===== config.mk =====
export PLATFORM = sky130hd
export DESIGN_NAME = square_fall_ctl_flat
export DESIGN_NICKNAME = d
export VERILOG_FILES = /design/src/rtl/square_fall_ctl_pkg.sv /design/src/rtl/vga_pkg.sv /design/src/rtl/vga_if.sv /design/src/rtl/square_fall_ctl_tick.sv /design/src/rtl/square_fall_ctl.sv /design/src/flat_wrapper.sv
export SDC_FILE = /design/constraint.sdc
export NUM_CORES = 1
export LEC_CHECK = 0
export CORE_MARGIN = 5
export CORE_UTILIZATION = 45
export CTS_CLUSTER_SIZE = 20
export DETAILED_ROUTE_END_ITERATION = 12
export PLACE_DENSITY = 0.89
export SLEW_MARGIN = 15
export SYNTH_ARGS = -nofsm -noshare
export SYNTH_HDL_FRONTEND = slang
export SYNTH_SLANG_ARGS = --single-unit
export TNS_END_PERCENT = 100

===== constraint.sdc =====
create_clock -name clk -period 2.9 [get_ports clk]
set_clock_uncertainty 0.05 [all_clocks]
set_input_delay 0.58 -clock clk [delete_from_list [all_inputs] [get_ports clk]]
set_output_delay 0.58 -clock clk [all_outputs]
set_load 0.1 [all_outputs]

===== src/rtl/square_fall_ctl_pkg.sv =====
// Common widths and helpers for the falling-square motion controller.
package square_fall_ctl_pkg;
  localparam int POS_W = 12;
  localparam int VEL_W = 6;

  function automatic logic [POS_W-1:0] clamp_pos(input logic [POS_W-1:0] v,
                                                 input logic [POS_W-1:0] lim);
    return (v > lim) ? lim : v;
  endfunction
endpackage


===== src/rtl/vga_pkg.sv =====
// Shared VGA display geometry for the 1024x768 timing used across the video path.
package vga_pkg;
  localparam int HOR_PIXELS = 1024;
  localparam int VER_PIXELS = 768;
endpackage


===== src/rtl/vga_if.sv =====
// VGA timing bundle passed between the timing generator and the draw pipeline.
interface vga_if;
  logic [11:0] hcount;
  logic [11:0] vcount;
  logic        hsync;
  logic        vsync;
  logic        hblnk;
  logic        vblnk;

  modport sink (input hcount, vcount, hsync, vsync, hblnk, vblnk);
endinterface


===== src/rtl/square_fall_ctl_tick.sv =====
// frame_tick: one-clock pulse on each rising edge of vblnk (once per frame).
module frame_tick (
  input  logic clk,
  input  logic rst,
  input  logic vblnk,
  output logic tick
);
  logic vblnk_q;
  logic vblnk_d;

  always_comb vblnk_d = vblnk;

  always_ff @(posedge clk or posedge rst) begin
    if (rst) vblnk_q <= 1'b0;
    else     vblnk_q <= vblnk_d;
  end

  assign tick = vblnk & ~vblnk_q;
endmodule


===== src/rtl/square_fall_ctl.sv =====
// Square motion controller: mouse tracking, per-frame gravity fall, landing.
// Optional rebound behaviour is enabled with `define SQUARE_BOUNCE_EN.
module square_fall_ctl
  import vga_pkg::*;
  import square_fall_ctl_pkg::*;
#(
  parameter int SIZE  = 64,
  parameter int ACCEL = 1,
  parameter int VMAX  = 16
`ifdef SQUARE_BOUNCE_EN
  ,
  parameter int MIN_BOUNCE = 2
`endif
) (
  input  logic        clk,
  input  logic        rst,
  vga_if.sink         vga_in,
  input  logic        mouse_right,
  input  logic [11:0] mouse_xpos,
  input  logic [11:0] mouse_ypos,
  output logic [11:0] xpos_square,
  output logic [11:0] ypos_square,
  output logic [11:0] width_square,
  output logic        busy
);
  localparam logic [POS_W-1:0] BOTTOM  = POS_W'(VER_PIXELS - SIZE);
  localparam logic [POS_W-1:0] RIGHT   = POS_W'(HOR_PIXELS - SIZE);
  localparam logic [VEL_W-1:0] VMAX_V  = VEL_W'(VMAX);
  localparam logic [VEL_W-1:0] ACCEL_V = VEL_W'(ACCEL);

`ifdef SQUARE_BOUNCE_EN
  localparam logic [VEL_W-1:0] MIN_B = VEL_W'(MIN_BOUNCE);
  typedef enum logic [1:0] {IDLE = 2'd0, FALLING = 2'd1, LANDED = 2'd2, RISING = 2'd3} state_e;
`else
  typedef enum logic [1:0] {IDLE = 2'd0, FALLING = 2'd1, LANDED = 2'd2} state_e;
`endif

  // Internal reset asserts with rst and releases two clocks after it drops.
  logic [1:0] rst_pipe_q;
  logic [1:0] rst_pipe_d;
  logic       rst_int;

  always_comb rst_pipe_d = {rst_pipe_q[0], 1'b0};

  always_ff @(posedge clk or posedge rst) begin
    if (rst) rst_pipe_q <= 2'b11;
    else     rst_pipe_q <= rst_pipe_d;
  end

  assign rst_int = rst_pipe_q[1];

  logic right_meta_q, right_sync_q, right_prev_q;
  logic click, tick;

  always_ff @(posedge clk or posedge rst_int) begin
    if (rst_int) begin
      right_meta_q <= 1'b0;
      right_sync_q <= 1'b0;
      right_prev_q <= 1'b0;
    end else begin
      right_meta_q <= mouse_right;
      right_sync_q <= right_meta_q;
      right_prev_q <= right_sync_q;
    end
  end

  assign click = right_sync_q & ~right_prev_q;

  frame_tick u_frame_tick (
    .clk   (clk),
    .rst   (rst_int),
    .vblnk (vga_in.vblnk),
    .tick  (tick)
  );

  state_e             state_q, state_d;
  logic [POS_W-1:0]   xpos_q, xpos_d, ypos_q, ypos_d;
  logic [VEL_W-1:0]   vel_q, vel_d;
  logic               busy_q, busy_d;
  logic [VEL_W:0]     vel_sum;
  logic [VEL_W-1:0]   vel_inc;
  logic [POS_W-1:0]   ynext;
`ifdef SQUARE_BOUNCE_EN
  logic [VEL_W-1:0]   rv, vel_dec;
  logic [POS_W-1:0]   yup;
`endif

  always_comb begin
    vel_sum = {1'b0, vel_q} + (VEL_W+1)'(ACCEL_V);
    vel_inc = (vel_sum > (VEL_W+1)'(VMAX_V)) ? VMAX_V : vel_sum[VEL_W-1:0];
    ynext   = ypos_q + POS_W'(vel_inc);
`ifdef SQUARE_BOUNCE_EN
    rv      = vel_inc >> 1;
    vel_dec = (vel_q >= ACCEL_V) ? vel_q - ACCEL_V : '0;
    yup     = (ypos_q >= POS_W'(vel_q)) ? ypos_q - POS_W'(vel_q) : '0;
`endif

    state_d = state_q;
    xpos_d  = xpos_q;
    ypos_d  = ypos_q;
    vel_d   = vel_q;

    case (state_q)
      IDLE: begin
        xpos_d = clamp_pos(mouse_xpos, RIGHT);
        ypos_d = clamp_pos(mouse_ypos, BOTTOM);
        vel_d  = '0;
        if (click) state_d = FALLING;
      end
      FALLING: begin
        if (tick) begin
          vel_d = vel_inc;
          if (ynext >= BOTTOM) begin
            ypos_d  = BOTTOM;
            state_d = LANDED;
            vel_d   = '0;
`ifdef SQUARE_BOUNCE_EN
            if (rv >= MIN_B) begin
              state_d = RISING;
              vel_d   = rv;
            end
`endif
          end else begin
            ypos_d = ynext;
          end
        end
      end
      LANDED: begin
        ypos_d = BOTTOM;
        vel_d  = '0;
        if (click) state_d = IDLE;
      end
`ifdef SQUARE_BOUNCE_EN
      RISING: begin
        if (tick) begin
          ypos_d = yup;
          vel_d  = vel_dec;
          if (vel_dec == '0) state_d = FALLING;
        end
      end
`endif
      default: state_d = IDLE;
    endcase

    busy_d = (state_d != IDLE);
  end

  always_ff @(posedge clk or posedge rst_int) begin
    if (rst_int) begin
      state_q <= IDLE;
      xpos_q  <= '0;
      ypos_q  <= '0;
      vel_q   <= '0;
      busy_q  <= 1'b0;
    end else begin
      state_q <= state_d;
      xpos_q  <= xpos_d;
      ypos_q  <= ypos_d;
      vel_q   <= vel_d;
      busy_q  <= busy_d;
    end
  end

  assign xpos_square  = xpos_q;
  assign ypos_square  = ypos_q;
  assign width_square = POS_W'(SIZE);
  assign busy         = busy_q;
endmodule


===== src/flat_wrapper.sv =====
// flat-port wrapper written by rule: the top's interface ports become plain ports
module square_fall_ctl_flat import vga_pkg::*; import square_fall_ctl_pkg::*;
#(
  parameter int SIZE  = 64,
  parameter int ACCEL = 1,
  parameter int VMAX  = 16

)
  (clk, rst, mouse_right, mouse_xpos, mouse_ypos, xpos_square, ypos_square, width_square, busy, vga_in_hcount, vga_in_vcount, vga_in_hsync, vga_in_vsync, vga_in_hblnk, vga_in_vblnk);
  vga_if vga_in_i ();
  input  logic clk;
  input  logic rst;
  input  logic mouse_right;
  input  logic [11:0] mouse_xpos;
  input  logic [11:0] mouse_ypos;
  output logic [11:0] xpos_square;
  output logic [11:0] ypos_square;
  output logic [11:0] width_square;
  output logic busy;
  input wire logic [$bits(vga_in_i.hcount)-1:0] vga_in_hcount;
  input wire logic [$bits(vga_in_i.vcount)-1:0] vga_in_vcount;
  input wire logic [$bits(vga_in_i.hsync)-1:0] vga_in_hsync;
  input wire logic [$bits(vga_in_i.vsync)-1:0] vga_in_vsync;
  input wire logic [$bits(vga_in_i.hblnk)-1:0] vga_in_hblnk;
  input wire logic [$bits(vga_in_i.vblnk)-1:0] vga_in_vblnk;
  assign vga_in_i.hcount = vga_in_hcount;
  assign vga_in_i.vcount = vga_in_vcount;
  assign vga_in_i.hsync = vga_in_hsync;
  assign vga_in_i.vsync = vga_in_vsync;
  assign vga_in_i.hblnk = vga_in_hblnk;
  assign vga_in_i.vblnk = vga_in_vblnk;
  square_fall_ctl #(.SIZE(SIZE), .ACCEL(ACCEL), .VMAX(VMAX)) u_core (.clk(clk), .rst(rst), .vga_in(vga_in_i), .mouse_right(mouse_right), .mouse_xpos(mouse_xpos), .mouse_ypos(mouse_ypos), .xpos_square(xpos_square), .ypos_square(ypos_square), .width_square(width_square), .busy(busy));
endmodule

==> run summary <==
GLOBAL ROUTING
--------------------------------------------------------------------------------
Global-route wire length before repair                                   9820 um
Initial antenna violation count                                                0
Largest net degree at the start of global routing                             26
Gr usage total                                                             0.185
Vias in the first global route                                              2221
Grt total ovfl                                                                 0

STA
--------------------------------------------------------------------------------
Unrepaired setup endpoints after global routing                              yes
Fmax achieved                                                            297 MHz
Headroom to the max-slew limit                                             0.385
Total setup violations reported at the end of the flow                        18
Tightest Pin Transition                                                 0.922 ns
Period utilisation layout                                                   1.16
Slew Limit Fails                                                               0
Final hold violations                                                          0
Minimum clock period                                                     3.37 ns
Setup ws final                                                         -0.470 ns

CRITICAL PATH
--------------------------------------------------------------------------------
Endpoint type of the worst setup path                                       flop
CP Max Fanout                                                                  5
Critical path arrival                                                    3.49 ns
Setup Crit Path Kind                                                flop to flop
Required time worst endpoint                                             3.02 ns
Launching element type of the critical path                                 flop

FLOW RUN
--------------------------------------------------------------------------------
MaxCap Viol Count                                                              0

PLACED DESIGN
--------------------------------------------------------------------------------
Post-detailed-placement half-perimeter wirelength                        4660 um
Cell total after placement                                                   415
Count of input and output buffers                                             52
Routability cong.                                                          0.818

ROUTING
--------------------------------------------------------------------------------
1st-iter DRT viols                                                           112
Post-route DRC                                                                 0
Via-per-instance ratio                                                      5.25
Final routed wirelength across all metal layers                          6210 um
Total via count in the routed design                                        2249
Drt pass-1 iters                                                               4
Count of nets left with antenna violations after detail routing                0
Routed wire per std cell                                                 14.5 um

YOSYS
--------------------------------------------------------------------------------
Sequential fraction of the synthesis area                                  0.415
Syn. warnings                                                                  0
Number of enable flip-flop cells after synthesis                               0
Number of distinct library cells after synthesis                              54
Mean cell area of the mapped netlist                                    9.17 um2
Post-synthesis cell area                                                2360 um2
Instance count of the mapped netlist                                         257
Most used flip-flop cell after synthesis                                 dfrtp_1
Share of synthesized flip-flops with an asynchronous set or reset           1.00
Flip-flop and latch count after synthesis                                     39

CLOCKING
--------------------------------------------------------------------------------
Root buffer cell                                                        clkbuf_8
TritonCTS clock tree                                                       built
Number of buffers inserted during clock tree synthesis                         5
Max Buffers Root-to-Sink                                                       2
# clock sinks                                                                 39
Clock latency on the worst-skew pair                                     0.29 ns
Clock transition at the registers of the reported paths                  0.08 ns
Number of levels the H-tree was split into                                     2

POWER AND IR DROP
--------------------------------------------------------------------------------
Power density over the cells                                         1130 nW/um2
VDD IR max                                                              0.930 mV
Leakage power of the design                                           0.00155 uW

MIN PATH
--------------------------------------------------------------------------------
Worst min path class                                                flop to flop

DIE
--------------------------------------------------------------------------------
Initial cell density of the core                                           0.461
Placeable core region                                                   5110 um2
Number of core rows                                                           26
Horizontal die dimension                                                 82.4 um
Die Footprint                                                           6780 um2
Chip height                                                              82.4 um
I/O pins                                                                      92

RUN STATUS
--------------------------------------------------------------------------------
Violations in the final reports                                     negative setup slack
Status                                                              complete, but fails checks

FINAL LAYOUT
--------------------------------------------------------------------------------
Nets                                                                         424
Fraction of layout cells with a size suffix above 1                        0.321
Number of antenna repair diodes                                                0
Number of standard cells in the final layout excluding fillers               428
Area delta synth->final                                                    45.6%
Final Core Density                                                         0.671

## Yosys cell counts, drive strengths merged, types with 2 or more instances
cell type / number / share of area
or2: 3 / 0.0080
xnor2: 4 / 0.015
clkbuf: 3 / 0.0048
o21bai: 2 / 0.0064
nor4b: 2 / 0.0074
o22a: 4 / 0.015
conb: 2 / 0.0032
buf: 12 / 0.038
ha: 11 / 0.058
dfrtp: 37 / 0.39
xor2: 3 / 0.011
and2: 2 / 0.0053
a21oi: 12 / 0.025
nor2b: 6 / 0.016
o21ai: 27 / 0.057
nor3: 9 / 0.019
o32ai: 2 / 0.015
nand2: 23 / 0.037
nand3: 9 / 0.021
nand2b: 4 / 0.011
nor2: 22 / 0.035
a22oi: 6 / 0.019
o31ai: 2 / 0.0064
inv: 19 / 0.030
nor4: 5 / 0.013
dfstp: 2 / 0.022
## sequential cells by signal (all words and copies together) (netlist names)
signal	count
u_core.right_sync_q	1
u_core.xpos_square	12
u_core.ypos_square	12
u_core.rst_pipe_q	2
u_core.right_meta_q	1
u_core.vel_q	6
u_core.u_frame_tick.vblnk_q	1
u_core.right_prev_q	1
u_core.state_q	2
u_core.busy	1
## power breakdown
group          total (uW)  switching (uW)  internal [uW]
clock                 450             194            256
combinational        2580            1750            829
sequential            843             144            699
## metrics by stage
step	worst slack (ns)	setup TNS [ns]	area [um2]	hold WS [ns]	power [uW]
global route	-0.617	-9.78	3430	0.311	4100
floorplan	-0.394	-4.51	2440	0.281	2610
detailed placement	-0.552	-8.34	3170	0.291	3270
CTS	-0.463	-7.00	3350	0.308	3790
global placement	-0.441	-6.70	3170	0.282	3210
finish	-0.470	-6.84	3430	0.304	3870
## critical path, stage by stage, from the launching register on
cell and delay (ns):
dfrtp_1 0.43, buf_4 0.16, nand2_2 0.06, nand3_2 0.09
a2111oi_2 0.39, buf_4 0.19, inv_1 0.06, fa_2 0.37
nand2b_4 0.17, a211oi_4 0.20, buf_6 0.17, o21ai_2 0.08
mux2i_4 0.20, o32ai_4 0.13, a41o_1 0.27, or2_1 0.22
## routing by layer
metal,up-vias,part of all wire,track usage,wire (um)
met5,-,0,0,0
met4,0,0.010,0.0449,63
met3,6,0.045,0.0325,282
met2,62,0.54,0.336,3330
met1,1091,0.41,0.227,2530
li1,1090,-,-,-
## cells in the final DEF, fill, tap and decap left out, types with 2 or more instances in the layout
cell type / n
a21oi_1: 10
a21oi_2: 2
a22oi_1: 6
and2_1: 2
buf_4: 68
clkbuf_8: 5
clkdlybuf4s50_1: 27
conb_1: 14
dfrtp_1: 37
dfstp_2: 2
ha_1: 9
inv_1: 18
nand2_1: 22
nand2b_1: 3
nand3_1: 6
nand3_2: 3
nor2_1: 18
nor2_2: 2
nor2_4: 2
nor2b_1: 6
nor3_1: 8
nor4_1: 3
nor4_2: 2
nor4b_1: 2
o21ai_0: 16
o21ai_1: 5
o21ai_2: 5
o22a_1: 4
o31ai_1: 2
xnor2_1: 4
xor2_1: 3
## logic make-up after synthesis
group,count (synthesis),share of synthesized area
other,2,0.00319
DFF,39,0.415
xor gates and xnor gates,7,0.0260
AOI/OAI and AO/OA,69,0.204
adders and majority gates,12,0.0669
and+or+nand+nor,92,0.195
muxes,2,0.0159
buffers and inverters,34,0.0733
## path summary, 6_finish.rpt
path | startpoint | end | slack [ns] | depth (start not counted)
worst max-delay path | u_core.vel_q[0] | u_core.busy | -0.47 | 15
worst min-delay path | u_core.right_meta_q | u_core.right_sync_q | 0.30 | 0
worst max register to register | u_core.vel_q[0] | u_core.busy | -0.47 | 15
worst min register to register | u_core.right_meta_q | u_core.right_sync_q | 0.30 | 0
max in group asynchronous | u_core.rst_pipe_q[1] | u_core.right_sync_q | 1.67 | 2
min in group asynchronous | u_core.rst_pipe_q[1] | u_core.vel_q[2] | 0.40 | 1
## what timing repair did
action,4_1_cts,5_1_grt
resized for setup,13,14
pin swaps,4,6
hold buffers,0,0
buffers inserted,3,2
hold endpoints to repair,0,0
cloned,0,0
endpoints found under the setup margin,18,18
## area by class of cell
cell class                 count  area, um2
tap                           70       87.6
multi-input combinational    196       1390
inverter                      19       71.3
sequential                    39        978
clock buffer                   5       68.8
clock inverter                 3       43.8
fill                         406       1680
timing repair buffer          96        792
Power figures use the tool's default switching activity.
